$ cat config.mk
export PLATFORM = sky130hd
export DESIGN_NAME = pipe_adder_flat
export DESIGN_NICKNAME = d
export VERILOG_FILES = /design/src/rtl/pipe_adder_if.sv /design/src/rtl/pipe_adder.sv /design/src/flat_wrapper.sv
export SDC_FILE = /design/constraint.sdc
export NUM_CORES = 1
export LEC_CHECK = 0
export ABC_CLOCK_PERIOD_IN_PS = 2590
export CAP_MARGIN = 20
export CELL_PAD_IN_SITES_DETAIL_PLACEMENT = 1
export CELL_PAD_IN_SITES_GLOBAL_PLACEMENT = 1
export CORE_ASPECT_RATIO = 1.1
export CORE_MARGIN = 2
export CORE_UTILIZATION = 44
export CTS_BUF_LIST = sky130_fd_sc_hd__clkbuf_4 sky130_fd_sc_hd__clkbuf_8
export DETAILED_ROUTE_END_ITERATION = 12
export HOLD_SLACK_MARGIN = 0.06
export PLACE_DENSITY_LB_ADDON = 0.08
export SLEW_MARGIN = 20
export SYNTH_ARGS = -nofsm -noshare
export SYNTH_HDL_FRONTEND = slang
export SYNTH_SLANG_ARGS = --single-unit
$ cat constraint.sdc
create_clock -name clk -period 2.59 [get_ports clk]
set_input_delay 0.518 -clock clk [delete_from_list [all_inputs] [get_ports clk]]
set_output_delay 0.518 -clock clk [all_outputs]
set_load 0.1 [all_outputs]
$ cat src/rtl/pipe_adder_if.sv
// Handshake and operand/result bundle for pipe_adder.
// Latency: none, pure wiring.
// Backpressure: in_ready/out_ready carry the valid-ready flow control both ways.
//
// master: operand source and result sink (drives operands, consumes results).
// slave : the adder itself.
interface pipe_adder_if #(
    parameter int WIDTH = 32
);
    logic             in_valid;
    logic             in_ready;
    logic [WIDTH-1:0] a;
    logic [WIDTH-1:0] b;
    logic             ci;
    logic             sub;
    logic             out_valid;
    logic             out_ready;
    logic [WIDTH-1:0] s;
    logic             co;
    logic             ovf;

    modport master (
        output in_valid, a, b, ci, sub, out_ready,
        input  in_ready, out_valid, s, co, ovf
    );

    modport slave (
        input  in_valid, a, b, ci, sub, out_ready,
        output in_ready, out_valid, s, co, ovf
    );
endinterface

$ cat src/rtl/pipe_adder.sv
// Pipelined WIDTH-bit add/subtract; each of STAGES segments resolved by 4-bit CLA groups.
// Latency: STAGES register stages, one accept per clock.
// Backpressure: whole pipeline freezes while out_valid & ~out_ready; in_ready = ~out_valid | out_ready.
//
// Ports: clk, reset_n (async active-low); io (slave): in_valid/in_ready, a, b, ci, sub,
//        out_valid/out_ready, s, co (carry of effective addition), ovf (signed overflow).
module pipe_adder #(
    parameter int WIDTH  = 32,
    parameter int STAGES = 4
) (
    input  logic        clk,
    input  logic        reset_n,
    pipe_adder_if.slave io
);
    localparam int SEG  = WIDTH / STAGES;
    localparam int NGRP = SEG / 4;

    // Stage k forwards WIDTH-(k+1)*SEG unconsumed operand bits; all stages are
    // packed back to back into one flat skew vector per operand.
    localparam int SKEW_BITS = (STAGES - 1) * WIDTH - SEG * (STAGES - 1) * STAGES / 2;
    localparam int SKEW_W    = (SKEW_BITS > 0) ? SKEW_BITS : 1;
    // Stage k holds (k+1)*SEG finished sum bits, packed the same way.
    localparam int SUM_W     = SEG * STAGES * (STAGES + 1) / 2;

    logic              adv;
    logic              accept;
    logic [WIDTH-1:0]  b_eff;
    logic              c_in;
    logic [STAGES-1:0] vld_vec;
    logic [STAGES-1:0] cry_vec;
    logic [SKEW_W-1:0] a_skew;
    logic [SKEW_W-1:0] b_skew;
    logic [SUM_W-1:0]  sum_vec;
    logic              ovf_q;

    // One segment: NGRP lookahead groups, group carries ripple within the segment.
    // Returns {carry_out, sum}.
    function automatic logic [SEG:0] seg_add(input logic [SEG-1:0] x,
                                             input logic [SEG-1:0] y,
                                             input logic           cin);
        logic [SEG-1:0] sum;
        logic [3:0]     gp;
        logic [3:0]     gg;
        logic [4:1]     c;
        logic           cg;
        sum = '0;
        cg  = cin;
        for (int i = 0; i < NGRP; i++) begin
            gp   = x[4*i +: 4] ^ y[4*i +: 4];
            gg   = x[4*i +: 4] & y[4*i +: 4];
            c[1] = gg[0] | (gp[0] & cg);
            c[2] = gg[1] | (gp[1] & gg[0]) | (gp[1] & gp[0] & cg);
            c[3] = gg[2] | (gp[2] & gg[1]) | (gp[2] & gp[1] & gg[0])
                 | (gp[2] & gp[1] & gp[0] & cg);
            c[4] = gg[3] | (gp[3] & gg[2]) | (gp[3] & gp[2] & gg[1])
                 | (gp[3] & gp[2] & gp[1] & gg[0]) | ((&gp) & cg);
            sum[4*i +: 4] = gp ^ {c[3:1], cg};
            cg = c[4];
        end
        return {cg, sum};
    endfunction

    assign adv         = ~vld_vec[STAGES-1] | io.out_ready;
    assign io.in_ready = adv;
    assign accept      = io.in_valid & adv;
    assign b_eff       = io.b ^ {WIDTH{io.sub}};
    assign c_in        = io.sub ? ~io.ci : io.ci;

    for (genvar k = 0; k < STAGES; k++) begin : g_stage
        localparam int W_IN    = WIDTH - k * SEG;
        localparam int S_OUT   = (k + 1) * SEG;
        localparam int SUM_OFF = SEG * k * (k + 1) / 2;

        logic [W_IN-1:0]  in_a;
        logic [W_IN-1:0]  in_b;
        logic             in_c;
        logic             in_v;
        logic [SEG:0]     res;
        logic [S_OUT-1:0] sum_d;
        logic             vld_q;
        logic             cry_q;
        logic [S_OUT-1:0] sum_q;

        if (k == 0) begin : g_first
            assign in_a  = io.a;
            assign in_b  = b_eff;
            assign in_c  = c_in;
            assign in_v  = accept;
            assign sum_d = res[SEG-1:0];
        end else begin : g_next
            localparam int PREV_SK  = (k - 1) * WIDTH - SEG * (k - 1) * k / 2;
            localparam int PREV_SUM = SEG * (k - 1) * k / 2;
            assign in_a  = a_skew[PREV_SK +: W_IN];
            assign in_b  = b_skew[PREV_SK +: W_IN];
            assign in_c  = cry_vec[k-1];
            assign in_v  = vld_vec[k-1];
            assign sum_d = {res[SEG-1:0], sum_vec[PREV_SUM +: k*SEG]};
        end

        assign res = seg_add(in_a[SEG-1:0], in_b[SEG-1:0], in_c);

        // Data registers load on every advance, bubbles included; only vld_q
        // distinguishes real operations.
        always_ff @(posedge clk or negedge reset_n) begin
            if (!reset_n) begin
                vld_q <= 1'b0;
                cry_q <= 1'b0;
                sum_q <= '0;
            end else if (adv) begin
                vld_q <= in_v;
                cry_q <= res[SEG];
                sum_q <= sum_d;
            end
        end

        assign vld_vec[k]                = vld_q;
        assign cry_vec[k]                = cry_q;
        assign sum_vec[SUM_OFF +: S_OUT] = sum_q;

        if (k < STAGES - 1) begin : g_skew
            localparam int SK_OFF = k * WIDTH - SEG * k * (k + 1) / 2;
            localparam int W_FWD  = W_IN - SEG;
            logic [W_FWD-1:0] a_q;
            logic [W_FWD-1:0] b_q;

            always_ff @(posedge clk or negedge reset_n) begin
                if (!reset_n) begin
                    a_q <= '0;
                    b_q <= '0;
                end else if (adv) begin
                    a_q <= in_a[W_IN-1:SEG];
                    b_q <= in_b[W_IN-1:SEG];
                end
            end

            assign a_skew[SK_OFF +: W_FWD] = a_q;
            assign b_skew[SK_OFF +: W_FWD] = b_q;
        end else begin : g_last
            // Carry into the MSB is recovered from the MSB sum bit (s ^ a ^ b),
            // so the CLA function only has to export the segment carry-out.
            always_ff @(posedge clk or negedge reset_n) begin
                if (!reset_n) begin
                    ovf_q <= 1'b0;
                end else if (adv) begin
                    ovf_q <= res[SEG] ^ (res[SEG-1] ^ in_a[SEG-1] ^ in_b[SEG-1]);
                end
            end
        end
    end

    assign io.out_valid = vld_vec[STAGES-1];
    assign io.s         = sum_vec[SUM_W-WIDTH +: WIDTH];
    assign io.co        = cry_vec[STAGES-1];
    assign io.ovf       = ovf_q;

endmodule

$ cat src/flat_wrapper.sv
// flat-port wrapper written by rule: the top's interface ports become plain ports
module pipe_adder_flat 
#(
    parameter int WIDTH  = 32,
    parameter int STAGES = 4
)
  (clk, reset_n, io_in_valid, io_a, io_b, io_ci, io_sub, io_out_ready, io_in_ready, io_out_valid, io_s, io_co, io_ovf);
  pipe_adder_if #(.WIDTH(WIDTH)) io_i ();
  input  logic clk;
  input  logic reset_n;
  input wire logic [$bits(io_i.in_valid)-1:0] io_in_valid;
  input wire logic [$bits(io_i.a)-1:0] io_a;
  input wire logic [$bits(io_i.b)-1:0] io_b;
  input wire logic [$bits(io_i.ci)-1:0] io_ci;
  input wire logic [$bits(io_i.sub)-1:0] io_sub;
  input wire logic [$bits(io_i.out_ready)-1:0] io_out_ready;
  output wire logic [$bits(io_i.in_ready)-1:0] io_in_ready;
  output wire logic [$bits(io_i.out_valid)-1:0] io_out_valid;
  output wire logic [$bits(io_i.s)-1:0] io_s;
  output wire logic [$bits(io_i.co)-1:0] io_co;
  output wire logic [$bits(io_i.ovf)-1:0] io_ovf;
  assign io_i.in_valid = io_in_valid;
  assign io_i.a = io_a;
  assign io_i.b = io_b;
  assign io_i.ci = io_ci;
  assign io_i.sub = io_sub;
  assign io_i.out_ready = io_out_ready;
  assign io_in_ready = io_i.in_ready;
  assign io_out_valid = io_i.out_valid;
  assign io_s = io_i.s;
  assign io_co = io_i.co;
  assign io_ovf = io_i.ovf;
  pipe_adder #(.WIDTH(WIDTH), .STAGES(STAGES)) u_core (.clk(clk), .reset_n(reset_n), .io(io_i));
endmodule
==> impl_metrics.json <==
{
  "cp_max_fo": 2,
  "worst_pin_slew_ps": 478,
  "routed_wl_mm": 17.4,
  "hpwl_mm": 11.9,
  "synth-seq-area-share": 0.556,
  "holdWs_ps": 472,
  "cts.clk_slew.worst_paths_ps": 90,
  "nNetsFinal": 1112,
  "num_io_pins": 106,
  "status": "finished, final reports clean",
  "timing.rr.end": "u_core.g_stage[2].sum_q[21]$_DFFE_PN0N_",
  "clk-insertion-delay-late_ps": 460,
  "yosysUniqueCellTypes": 39,
  "drive_gt1_frac": 0.0946,
  "area_growth_pct": 20.5,
  "crit_chain": "clkdlybuf4s50_1 -> xor2_1 -> ha_1 -> a211oi_1 -> nor2_1 -> nor2_1 -> nor2b_1 -> nor2_1 -> fa_1 -> a21oi_1",
  "final_core_util": 0.543,
  "dpl-instance-area_um2": 9640,
  "rows": 52,
  "drt_iter0_markers": 242,
  "grt_pass1_wl_mm": 30.4,
  "slowest_delay_ps": 470,
  "drtAntennaViolNets": 0,
  "cp.arrival_ps": 2800,
  "grt-ovfl-total": 0,
  "r2r_slack_ps": 230,
  "drc": 0,
  "seq_power_share": 0.368,
  "vias": 6096,
  "die_y_um": 148,
  "grt_usage": 0.187,
  "setup_slack_ps": 170,
  "design_power_total_mw": 13.4,
  "setup_tns_ps": 0,
  "synth.avg_cell_area_um2": 9.21,
  "intPower_mw": 7.11,
  "clock_path_buffers": 2,
  "crit_type": "in2reg",
  "hold_violations": 0,
  "cp-end-kind": "flip-flop",
  "n_antenna_cell": 0,
  "final_common_cell": "nand2_1",
  "r2r_cells": 9,
  "critPathLaunch": "io_b[0]",
  "finalCritPeriodShare": 0.934,
  "grt_pass1_vias": 6439,
  "hold_class": "reg2reg",
  "p_clk_frac": 0.144,
  "rsz0062_at_grt": "false",
  "cp_slowest_cell": "clkdlybuf4s50_1",
  "switching_power_mw": 6.27,
  "synth_edf_count": 0,
  "initial_utilization": 0.451,
  "firstDrtPassIters": 4,
  "fin_crit_ps": 2420,
  "cpMostUsedCell": "nor2_1",
  "cts_made_buffers": 17,
  "grt_max_degree": 113,
  "layout_common_cells": "405 x nand2_1, 185 x dfrtp_1, 67 x clkdlybuf4s50_1",
  "synth-seq-cells": 185,
  "dieArea_um2": 20000,
  "globalplace.congestion": 0.769,
  "ys_async_sr_fraction": 1.00,
  "place_ws_ps": -280,
  "hold_depth": 2,
  "numPortBuffers": 105,
  "cp.required_ps": 2970,
  "yosys_warnings": 0,
  "cts_resized": 0,
  "core_um2": 18500,
  "final_cell_area_um2": 10000,
  "p_leak_nw": 4.99,
  "stdcell_count": 1258,
  "critPathLaunchType": "input port",
  "ir_drop_v": 0.000964,
  "antenna_found_initial": 0,
  "syn-cell-area_um2": 8330,
  "synth_nets": 1014,
  "syn_inst": 904,
  "slew_viol_final": 0,
  "placedCellCount": 1225,
  "slew_headroom": 0.681,
  "cts_tree": "done",
  "clock_tree.root_cell": "clkbuf_8",
  "r2r-start": "u_core.g_stage[1].g_skew.b_q[0]$_DFFE_PN0N_",
  "max_freq_mhz": 413,
  "skew_ps": 14.5,
  "fp.dieW_um": 135,
  "final-setup-viol-count": 0,
  "viasPerCell": 4.85,
  "combinationalPowerShare": 0.488,
  "critPathCapture": "u_core.g_stage[0].sum_q[4]$_DFFE_PN0N_",
  "h-tree-depth": 4,
  "synthFlopType": "dfrtp_1",
  "power_switching_share": 0.468,
  "wl_per_cell_um": 13.8,
  "cts_num_sinks": 185,
  "maxCapViolCount": 0,
  "p_per_area_nw_per_um2": 1330
}
worst min-delay path by stage:
stage / from / end / slack, ps
floorplan: reset_n / u_core.g_stage[0].cry_q$_DFFE_PN0N_ / 220
global placement: u_core.g_stage[2].vld_q$_DFFE_PN0N_ / u_core.io.out_valid$_DFFE_PN0N_ / 440
detailed placement: u_core.g_stage[2].vld_q$_DFFE_PN0N_ / u_core.g_stage[2].vld_q$_DFFE_PN0N_ / 450
CTS: u_core.g_stage[2].sum_q[13]$_DFFE_PN0N_ / u_core.g_stage[2].sum_q[13]$_DFFE_PN0N_ / 470
global route: u_core.g_stage[2].vld_q$_DFFE_PN0N_ / u_core.io.out_valid$_DFFE_PN0N_ / 490
finish: u_core.g_stage[2].sum_q[13]$_DFFE_PN0N_ / u_core.g_stage[2].sum_q[13]$_DFFE_PN0N_ / 470
final cells by class:
type                            instances  area [um^2]
Clock inverter                         14          148
Clock buffer                           18          241
Timing Repair Buffer                  124         1180
Sequential cell                       185         4630
Inverter                               18         72.6
Multi-Input combinational cell        656         3460
Fill cell                            2136         8440
Tap cell                              243          304
routing by layer:
metal | vias to the layer above | part of all wire | GRT usage
li1 | 3061 | - | -
met1 | 2946 | 0.47 | 0.251
met2 | 74 | 0.49 | 0.315
met3 | 15 | 0.024 | 0.0303
met4 | 0 | 0.013 | 0.0500
met5 | - | 0 | 0
cells in the mapped netlist (2+ instances only):
cell | n | area, um^2
nor4_1 | 3 | 18.8
a21o_1 | 6 | 45.0
o31ai_1 | 4 | 30.0
fa_1 | 8 | 160
nor2_1 | 30 | 113
xor2_1 | 24 | 210
o21ai_0 | 46 | 230
nand2_1 | 405 | 1520
buf_1 | 4 | 15.0
clkbuf_1 | 36 | 135
nor2b_1 | 2 | 12.5
a21oi_1 | 26 | 130
xnor2_1 | 31 | 272
ha_1 | 32 | 400
inv_1 | 18 | 67.6
nand2b_1 | 6 | 37.5
o21ai_1 | 2 | 10.0
dfrtp_1 | 185 | 4630
o21a_1 | 5 | 37.5
buf_2 | 5 | 25.0
a211oi_1 | 6 | 45.0
nor3_1 | 2 | 10.0
a31oi_1 | 2 | 12.5
worst max-delay path, delay by kind of cell:
family	cells	cell delay, ps
buffers and inverters	1	470
xor gates and xnor gates	1	210
AOI/OAI and AO/OA	2	460
and+or+nand+nor	4	440
adders and majority gates	2	710
power groups by stage:
stage / Clock, mW / Combinational [mW] / Sequential [mW]
final: 1.93 / 6.53 / 4.92
after global routing: 2.11 / 7.27 / 5.09
after CTS: 2.00 / 6.65 / 4.94
after detailed placement: 0 / 6.62 / 4.99
after global placement: 0 / 6.45 / 4.94
after floorplan: 0 / 3.13 / 6.75
flip-flops by register name (all words and copies together), names as in the netlist:
register	flops
u_core.g_stage.g_skew.a_q	48
u_core.g_stage.g_skew.b_q	48
u_core.g_stage.sum_q	48
u_core.io.s	32
u_core.g_stage.cry_q	3
u_core.g_stage.vld_q	3
u_core.io.co	1
u_core.io.out_valid	1
u_core.io.ovf	1
kinds of logic (layout without fill, tap and decap cells):
kind of cell    after synthesis  in the layout  share of synthesized area
simple gates                455            455                      0.212
flops                       185            185                      0.556
compound gates              106            106                     0.0772
buf+inv                      63            174                     0.0291
xor+xnor                     55             55                     0.0579
fa+ha+maj                    40             40                     0.0673
what timing repair did:
| action | CTS | global route |
|---|---|---|
| endpoints found under the hold margin | 54 | 0 |
| endpoints found under the setup margin | 0 | 0 |
| hold buffers | 1 | 0 |
| setup buffers | 0 | 0 |
No activity file was read; power rests on OpenSTA's default activity.
